[config.mk]
export PLATFORM = sky130hd
export DESIGN_NAME = fifo_burst_reader
export DESIGN_NICKNAME = d
export VERILOG_FILES = /design/src/rtl/fifo_burst_reader.sv
export SDC_FILE = /design/constraint.sdc
export NUM_CORES = 1
export LEC_CHECK = 0
export BUFFER_PORTS_ARGS = -buffer_cell sky130_fd_sc_hd__buf_2
export CORE_ASPECT_RATIO = 0.6
export CORE_MARGIN = 4
export CORE_UTILIZATION = 42
export DETAILED_ROUTE_END_ITERATION = 12
export PLACE_DENSITY = 0.6
export SYNTH_ARGS = -nofsm -noshare
export SYNTH_HDL_FRONTEND = slang
export SYNTH_SLANG_ARGS = --single-unit
[constraint.sdc]
create_clock -name clk_i -period 3.5 [get_ports clk_i]
set_input_delay 0.875 -clock clk_i [delete_from_list [all_inputs] [get_ports clk_i]]
set_output_delay 0.875 -clock clk_i [all_outputs]
set_load 0.005 [all_outputs]
[src/rtl/fifo_burst_reader.sv]
// Burst drain engine for a normal-mode fifo: pulls words in bursts of up to BURST_LEN
// (or a partial burst after TIMEOUT idle cycles) and replays them on a valid/ready stream with last.
module fifo_burst_reader #(
  parameter int unsigned DWIDTH    = 8,
  parameter int unsigned AWIDTH    = 3,
  parameter int unsigned BURST_LEN = 4,
  parameter int unsigned TIMEOUT   = 16
) (
  input  logic              clk_i,
  input  logic              arstn_i,
  input  logic [DWIDTH-1:0] fifo_q_i,
  input  logic              fifo_empty_i,
  input  logic [AWIDTH:0]   fifo_usedw_i,
  output logic              fifo_rdreq_o,
  output logic [DWIDTH-1:0] m_data_o,
  output logic              m_valid_o,
  input  logic              m_ready_i,
  output logic              m_last_o,
  output logic              busy_o
);

  localparam int unsigned CW    = AWIDTH + 1;
  localparam int unsigned TW    = (TIMEOUT > 0) ? $clog2(TIMEOUT + 1) : 1;
  localparam int unsigned DEPTH = 3;

  typedef enum logic [1:0] {
    IDLE  = 2'd0,
    BURST = 2'd1,
    FLUSH = 2'd2
  } state_e;

  state_e                        state_q, state_d;
  logic [CW-1:0]                 len_q, len_d;
  logic [CW-1:0]                 issued_q, issued_d;
  logic [TW-1:0]                 timer_q, timer_d;
  logic                          inflight_q, inflight_d;
  logic                          last_inflight_q, last_inflight_d;
  logic [DEPTH-1:0][DWIDTH-1:0]  buf_data_q, buf_data_d;
  logic [DEPTH-1:0]              buf_last_q, buf_last_d;
  logic [1:0]                    wr_ptr_q, wr_ptr_d;
  logic [1:0]                    rd_ptr_q, rd_ptr_d;
  logic [1:0]                    buf_cnt_q, buf_cnt_d;
  logic                          last_read_c;
  logic                          push_c;
  logic                          pop_c;

  function automatic logic [1:0] ptr_inc(input logic [1:0] p);
    return (p == 2'd2) ? 2'd0 : p + 2'd1;
  endfunction

  // State register
  always_ff @(posedge clk_i or negedge arstn_i) begin
    if (!arstn_i) begin
      state_q <= IDLE;
    end else begin
      state_q <= state_d;
    end
  end

  // Next-state, burst length latch, issue counter and occupancy timer
  always_comb begin
    state_d  = state_q;
    len_d    = len_q;
    issued_d = issued_q;
    timer_d  = '0;
    unique case (state_q)
      IDLE: begin
        issued_d = '0;
        if (fifo_usedw_i >= CW'(BURST_LEN)) begin
          len_d   = CW'(BURST_LEN);
          state_d = BURST;
        end else if (fifo_usedw_i != '0 && TIMEOUT != 0) begin
          if (timer_q == TW'(TIMEOUT - 1)) begin
            len_d   = fifo_usedw_i;
            state_d = BURST;
          end else begin
            timer_d = (timer_q == '1) ? timer_q : timer_q + TW'(1);
          end
        end
      end
      BURST: begin
        if (fifo_rdreq_o) begin
          issued_d = issued_q + CW'(1);
          if (last_read_c) state_d = FLUSH;
        end
      end
      FLUSH: begin
        if (buf_cnt_q == 2'd0 && !inflight_q) state_d = IDLE;
      end
      default: state_d = IDLE;
    endcase
  end

  // Outputs decoded from registered state only; m_ready_i never reaches fifo_rdreq_o
  always_comb begin
    fifo_rdreq_o = 1'b0;
    last_read_c  = (issued_q + CW'(1)) == len_q;
    busy_o       = (state_q != IDLE);
    m_valid_o    = (buf_cnt_q != 2'd0);
    m_data_o     = buf_data_q[rd_ptr_q];
    m_last_o     = buf_last_q[rd_ptr_q];
    if (state_q == BURST && !fifo_empty_i && issued_q < len_q &&
        (3'(buf_cnt_q) + 3'(inflight_q)) < 3'd3) begin
      fifo_rdreq_o = 1'b1;
    end
  end

  // Output buffer: the third slot absorbs the word still in flight from the fifo
  always_comb begin
    inflight_d      = fifo_rdreq_o;
    last_inflight_d = fifo_rdreq_o && last_read_c;
    push_c          = inflight_q;
    pop_c           = m_valid_o && m_ready_i;
    buf_data_d      = buf_data_q;
    buf_last_d      = buf_last_q;
    wr_ptr_d        = wr_ptr_q;
    rd_ptr_d        = rd_ptr_q;
    buf_cnt_d       = buf_cnt_q;
    if (push_c) begin
      buf_data_d[wr_ptr_q] = fifo_q_i;
      buf_last_d[wr_ptr_q] = last_inflight_q;
      wr_ptr_d             = ptr_inc(wr_ptr_q);
    end
    if (pop_c) rd_ptr_d = ptr_inc(rd_ptr_q);
    unique case ({push_c, pop_c})
      2'b10:   buf_cnt_d = buf_cnt_q + 2'd1;
      2'b01:   buf_cnt_d = buf_cnt_q - 2'd1;
      default: buf_cnt_d = buf_cnt_q;
    endcase
  end

  always_ff @(posedge clk_i or negedge arstn_i) begin
    if (!arstn_i) begin
      len_q           <= '0;
      issued_q        <= '0;
      timer_q         <= '0;
      inflight_q      <= 1'b0;
      last_inflight_q <= 1'b0;
      buf_data_q      <= '0;
      buf_last_q      <= '0;
      wr_ptr_q        <= '0;
      rd_ptr_q        <= '0;
      buf_cnt_q       <= '0;
    end else begin
      len_q           <= len_d;
      issued_q        <= issued_d;
      timer_q         <= timer_d;
      inflight_q      <= inflight_d;
      last_inflight_q <= last_inflight_d;
      buf_data_q      <= buf_data_d;
      buf_last_q      <= buf_last_d;
      wr_ptr_q        <= wr_ptr_d;
      rd_ptr_q        <= rd_ptr_d;
      buf_cnt_q       <= buf_cnt_d;
    end
  end

endmodule

==> flow_summary.ini, run 1 <==
[status]
status = completed

[global_routing]
grt_pass1_vias = 1578
grt_max_degree = 34
grt_pass1_wl_um = 7810
antenna_found_initial = 0
grt_overflow_total = 0
met3_usage = 0.0358
busiest_layer = met1
grtUsageMet1 = 0.219
grt_util_all_layers = 0.143
met2_usage = 0.193

[yosys]
yosysUniqueCellTypes = 38
synth_top_flop_cell = dfrtp_1
synth-seq-cells = 50
synth_seq_area_share = 0.514
synth_edf_count = 0
syn-num-nets = 228
avgSynthCellArea_um2 = 12.0
synth_area_um2 = 2430
ys_async_sr_fraction = 1.00
syn_inst = 203
yosysWarnings = 0

[timing]
min_period_ps = 2850
fmax_ghz = 0.351
finClkSkew_ps = 6.18
hold_viol_final = 0
setup_viol = 0
maxSlewHeadroom = 0.525
slew_violations = 0
worst_pin_slew_ps = 710
rsz0062_at_grt = false
tns_ps = 0
finalCritPeriodShare = 0.813

[power]
power_leakage_nw = 1.30
cellPowerDensity_nw_per_um2 = 860
peakVddDrop_mv = 0.267

[place]
post-place-cells = 309
dpl.hpwl_um = 3360
io_buffer_count = 27
gp_congestion = 0.755

[floorplan]
rows = 21
fp.dieH_um = 67.0
coreArea_um2 = 5600
initial_core_util = 0.435
die-area_um2 = 7120
die_w_um = 106
io-pin-count = 28

[clock_network]
clk_path_buf_depth = 2
root_buffer = clkbuf_8
post_cts_buffers = 0
cts-buffers-inserted = 5
cts_max_level = 2
cts_tree = done
cts_sinks = 50
ctsHoldBuffers = 0
path_clk_slew_ps = 90
worstSkewPairLatency_ps = 300
post_cts_resized = 0

[critical_path]
path_max_fanout = 13
crit_type = reg2out
cpPeakStageDelay_ps = 640
cp-end-kind = primary output
crit_family = simple AND/OR/NAND/NOR gates
cp-start-kind = register
ff2ff_path_depth = 6
cp.depth = 4
crit_chain = nor2b_1 > nand2_1 > o21ai_0 > buf_2
cp.arrival_ps = 1970
required_ps = 2620
slowest_stage = nor2b_1
crit_buf_inv = 1

[final_layout]
area_growth_pct = 14.0
final_cell_mix = 50 x dfrtp_1, 27 x buf_2, 19 x nand2_1, 18 x mux2_2, 15 x o21ai_0
antenna_cells = 0
mostFrequentLayoutCell = dfrtp_1
final_cell_count_no_fill = 317
drive_gt1_frac = 0.308
nNetsFinal = 261

[detailed_routing]
vias_per_cell = 4.91
route.vias.total = 1557
drtAntennaViolNets = 0
wl_um = 4670
drt_iter0_drc = 49
dr.pass1.iters = 4
wire_per_inst_um = 14.7
drc_errors = 0

[job]
maxCapViolCount = 0

[min_path]
hp-class = in2async
cell type report:
type,count,area [um2]
clock buffers,7,76.3
fillers,503,2820
inverters,12,45.0
flip-flops and latches,50,1250
well taps,80,100
repair buffers,30,158
multi-input cells,137,1110
clock inverters,1,30.0
stage by stage:
step	setup WS [ps]	util	instance area [um2]	power, mW	hold slack, ps
finish	654	0.496	2780	2.39	486
global route	484	0.496	2780	2.58	508
CTS	629	0.496	2780	2.41	498
detailed placement	976	0.477	2670	2.01	492
global placement	1030	0.477	2670	1.99	486
floorplan	1240	-	2430	1.69	462
worst paths after layout:
check	startpoint	slack [ps]	end
setup / recovery	rd_ptr_q[1]	650	m_data_o[3]
hold / removal	arstn_i	490	buf_data_q[18]
setup reg to reg	inflight_q	1640	issued_q[2]
hold reg to reg	buf_cnt_q[1]	500	buf_cnt_q[1]
max in group asynchronous	arstn_i	2240	issued_q[0]
min in group clk_i	buf_cnt_q[1]	500	buf_cnt_q[1]
kinds of logic after synthesis:
| kind of cell | share of synthesized area |
|---|---|
| adder cells (fa/ha/maj) | 0.0462 |
| XOR/XNOR | 0.0324 |
| buffers and inverters | 0.0283 |
| multiplexers | 0.192 |
| AND/OR/NAND/NOR | 0.100 |
| flip-flops | 0.514 |
| AO/OA/AOI/OAI | 0.0868 |
synth_stat cells, types with 3 or more instances:
master / count / share of area
mux2_2: 18 / 0.083
nand3_1: 3 / 0.0062
xor2_1: 4 / 0.014
dfrtp_1: 50 / 0.51
xnor2_1: 5 / 0.018
o21ai_0: 15 / 0.031
nor2_1: 10 / 0.015
ha_1: 9 / 0.046
a21oi_1: 5 / 0.010
mux2_4: 9 / 0.055
nand2_1: 19 / 0.029
inv_1: 10 / 0.015
mux2i_1: 13 / 0.053
state kept, by name, indices dropped and copies added (netlist names):
signal,cells
wr_ptr_q,2
buf_data_q,24
inflight_q,1
len_q,4
timer_q,5
last_inflight_q,1
buf_last_q,3
issued_q,4
state_q,2
rd_ptr_q,2
buf_cnt_q,2
worst register-to-register path, cell delays in order, from the launching register on:
cell,delay (ps)
dfrtp_1,430
ha_1,220
ha_1,180
nor4b_1,230
nand2_1,140
o311a_2,350
a31o_2,210
metal layers:
metal / vias up / part of all wire
met3: 7 / 0.034
li1: 783 / -
met5: - / 0
met1: 744 / 0.56
met4: 0 / 0.015
met2: 23 / 0.39
where the power goes:
part | leakage [nW] | switching, mW | internal, mW
Combinational | 0.628 | 0.470 | 0.528
Sequential | 0.618 | 0.179 | 0.810
Clock | 0.0524 | 0.185 | 0.214
Note: power is estimated with default switching activity, not from simulation.
==> run 2, diff against run 1 <==
Settings changed: PLACE_DENSITY 0.6 to 0.62.
Clock period 3.5 ns to 2.42 ns, I/O delays scaled along.
==> run 2 against run 1 <==
Net effect: sequential power is 43% higher; via count is 1.8% higher; clock skew is 4.9 ps higher; cell count is 0.95% higher; die area stayed put; flip-flop and latch count stayed put; combinational power is 54% higher; first-iteration DRC count is 24% higher; global-route usage is 0.18 points higher.
==> flow_summary.ini, run 2 (synthesis gave the netlist of run 1 again) <==
[timing]
maxSlewHeadroom = 0.579
fmax_ghz = 0.435
min_period_ps = 2300
tns_ps = 0
worst_slack_ps = 121
finalCritPeriodShare = 0.950
worst_pin_slew_ps = 632
finClkSkew_ps = 11.1
hold_viol_final = 0
rsz0062_at_grt = true
setup_viol = 0
slew_violations = 0

[global_routing]
antenna_found_initial = 0
grt_pass1_vias = 1615
grt_util_all_layers = 0.145
grt_max_degree = 27
grt_pass1_wl_um = 8000
grt_overflow_total = 0

[final_layout]
largest_register_ffs = 24
drive_gt1_frac = 0.338
regMostFlops = buf_data_q
antenna_cells = 0
area_growth_pct = 16.2
mostFrequentLayoutCell = dfrtp_1
final_cell_mix = 50 x dfrtp_1, 27 x buf_2, 19 x nand2_1, 18 x mux2_2, 15 x o21ai_0
nNetsFinal = 264
reg.largest.list = buf_data_q (24), timer_q (5)
final_cell_count_no_fill = 320

[min_path]
hp-class = in2async

[clock_network]
path_clk_slew_ps = 100
clk_path_buf_depth = 2
cts_max_level = 2
cts_sinks = 50
ctsHoldBuffers = 0
cts_tree = done
root_buffer = clkbuf_8
worstSkewPairLatency_ps = 300
cts-buffers-inserted = 5

[detailed_routing]
dr.pass1.iters = 6
drt_iter0_drc = 61
wire_per_inst_um = 14.2
vias_per_cell = 4.95
drtAntennaViolNets = 0
route.vias.total = 1585
drc_errors = 0
wl_um = 4560

[critical_path]
cp.arrival_ps = 1690
cp-start-kind = register
crit_chain = ha_2 > ha_4 > nor4b_4 > nand2_1 > nor2_2 > buf_2
required_ps = 1810
reg2reg_from = inflight_q
path_max_fanout = 5
reg2reg_slack_ps = 610
cp-end-kind = primary output
crit_type = reg2out
slowest_stage = dfrtp_1
r2r_end = issued_q[2]
ff2ff_path_depth = 6
cpPeakStageDelay_ps = 430

[power]
p_int_mw = 2.22
switching_share = 0.358
clkPwrFrac = 0.147
p_seq_frac = 0.408
p_switching_mw = 1.24
cellPowerDensity_nw_per_um2 = 1220
p_comb_frac = 0.445
peakVddDrop_mv = 0.486
power_leakage_nw = 1.32

[place]
dpl.hpwl_um = 3320
gp_congestion = 0.746
io_buffer_count = 27
post-place-cells = 311
preCtsSetupSlack_ps = 369

[floorplan]
rows = 21
fp.dieH_um = 67.0
die_w_um = 106
io-pin-count = 28
die-area_um2 = 7120
initial_core_util = 0.435
coreArea_um2 = 5600

[status]
status = completed

[job]
maxCapViolCount = 0
==> run 2: cell types whose count changed in the layout (fill, tap and decap cells not counted), sizes merged <==
cell      previous run  this run
bufinv               1         0
buf                 30        33
clkinvlp             0         1
clkinv               0         1
clkbuf               7         6
==> run 2: final cells by class <==
class	instances	area [um2]
timing repair buffer	33	193
clock inverter	2	12.5
inverter	12	45.0
multi-input combinational	137	1140
fill	518	2770
sequential	50	1250
clock buffer	6	82.6
tap	80	100
==> run 2: worst max path at each step <==
stage | startpoint | end | slack, ps | cells after the start
after global placement | inflight_q | fifo_rdreq_o | 440 | 6
after detailed placement | inflight_q | fifo_rdreq_o | 370 | 6
after CTS | inflight_q | fifo_rdreq_o | 30 | 6
final | inflight_q | fifo_rdreq_o | 120 | 6
after global routing | inflight_q | fifo_rdreq_o | -10 | 6
after floorplan | inflight_q | fifo_rdreq_o | 430 | 5
==> run 2: power groups by stage <==
stage	combinational [mW]	clock [mW]	sequential (mW)
final	1.54	0.508	1.41
after global routing	1.74	0.553	1.46
after CTS	1.52	0.520	1.41
after detailed placement	1.51	0	1.42
after global placement	1.48	0	1.41
after floorplan	1.08	0	1.37
==> run 2: what timing repair did <==
action	4_1_cts	5_1_grt
buffers inserted	0	1
setup endpoints to repair	0	1
hold endpoints to repair	0	0
resized for setup	0	5
==> run 2: per-layer routing <==
layer / vias to the layer above / track usage / part of all wire
met3: 5 / 0.0378 / 0.028
met2: 16 / 0.212 / 0.40
li1: 786 / - / -
met5: - / 0 / 0
met1: 778 / 0.214 / 0.56
met4: 0 / 0.0339 / 0.012
==> run 2: worst max-delay path, delay by kind of cell (launching register included) <==
family,cells,cell delay (ps)
simple gates,3,480
flops,1,430
buf+inv,1,120
fa+ha+maj,2,370
==> run 2: through the flow <==
| step | utilization | hold slack, ps | power [mW] | cell area, um2 |
|---|---|---|---|---|
| 2_1_floorplan | - | 309 | 2.45 | 2430 |
| 5_1_grt | 0.505 | 340 | 3.75 | 2830 |
| 4_1_cts | 0.499 | 324 | 3.45 | 2790 |
| 3_3_place_gp | 0.482 | 486 | 2.89 | 2700 |
| 6_report | 0.505 | 302 | 3.46 | 2830 |
| 3_5_place_dp | 0.482 | 493 | 2.93 | 2700 |
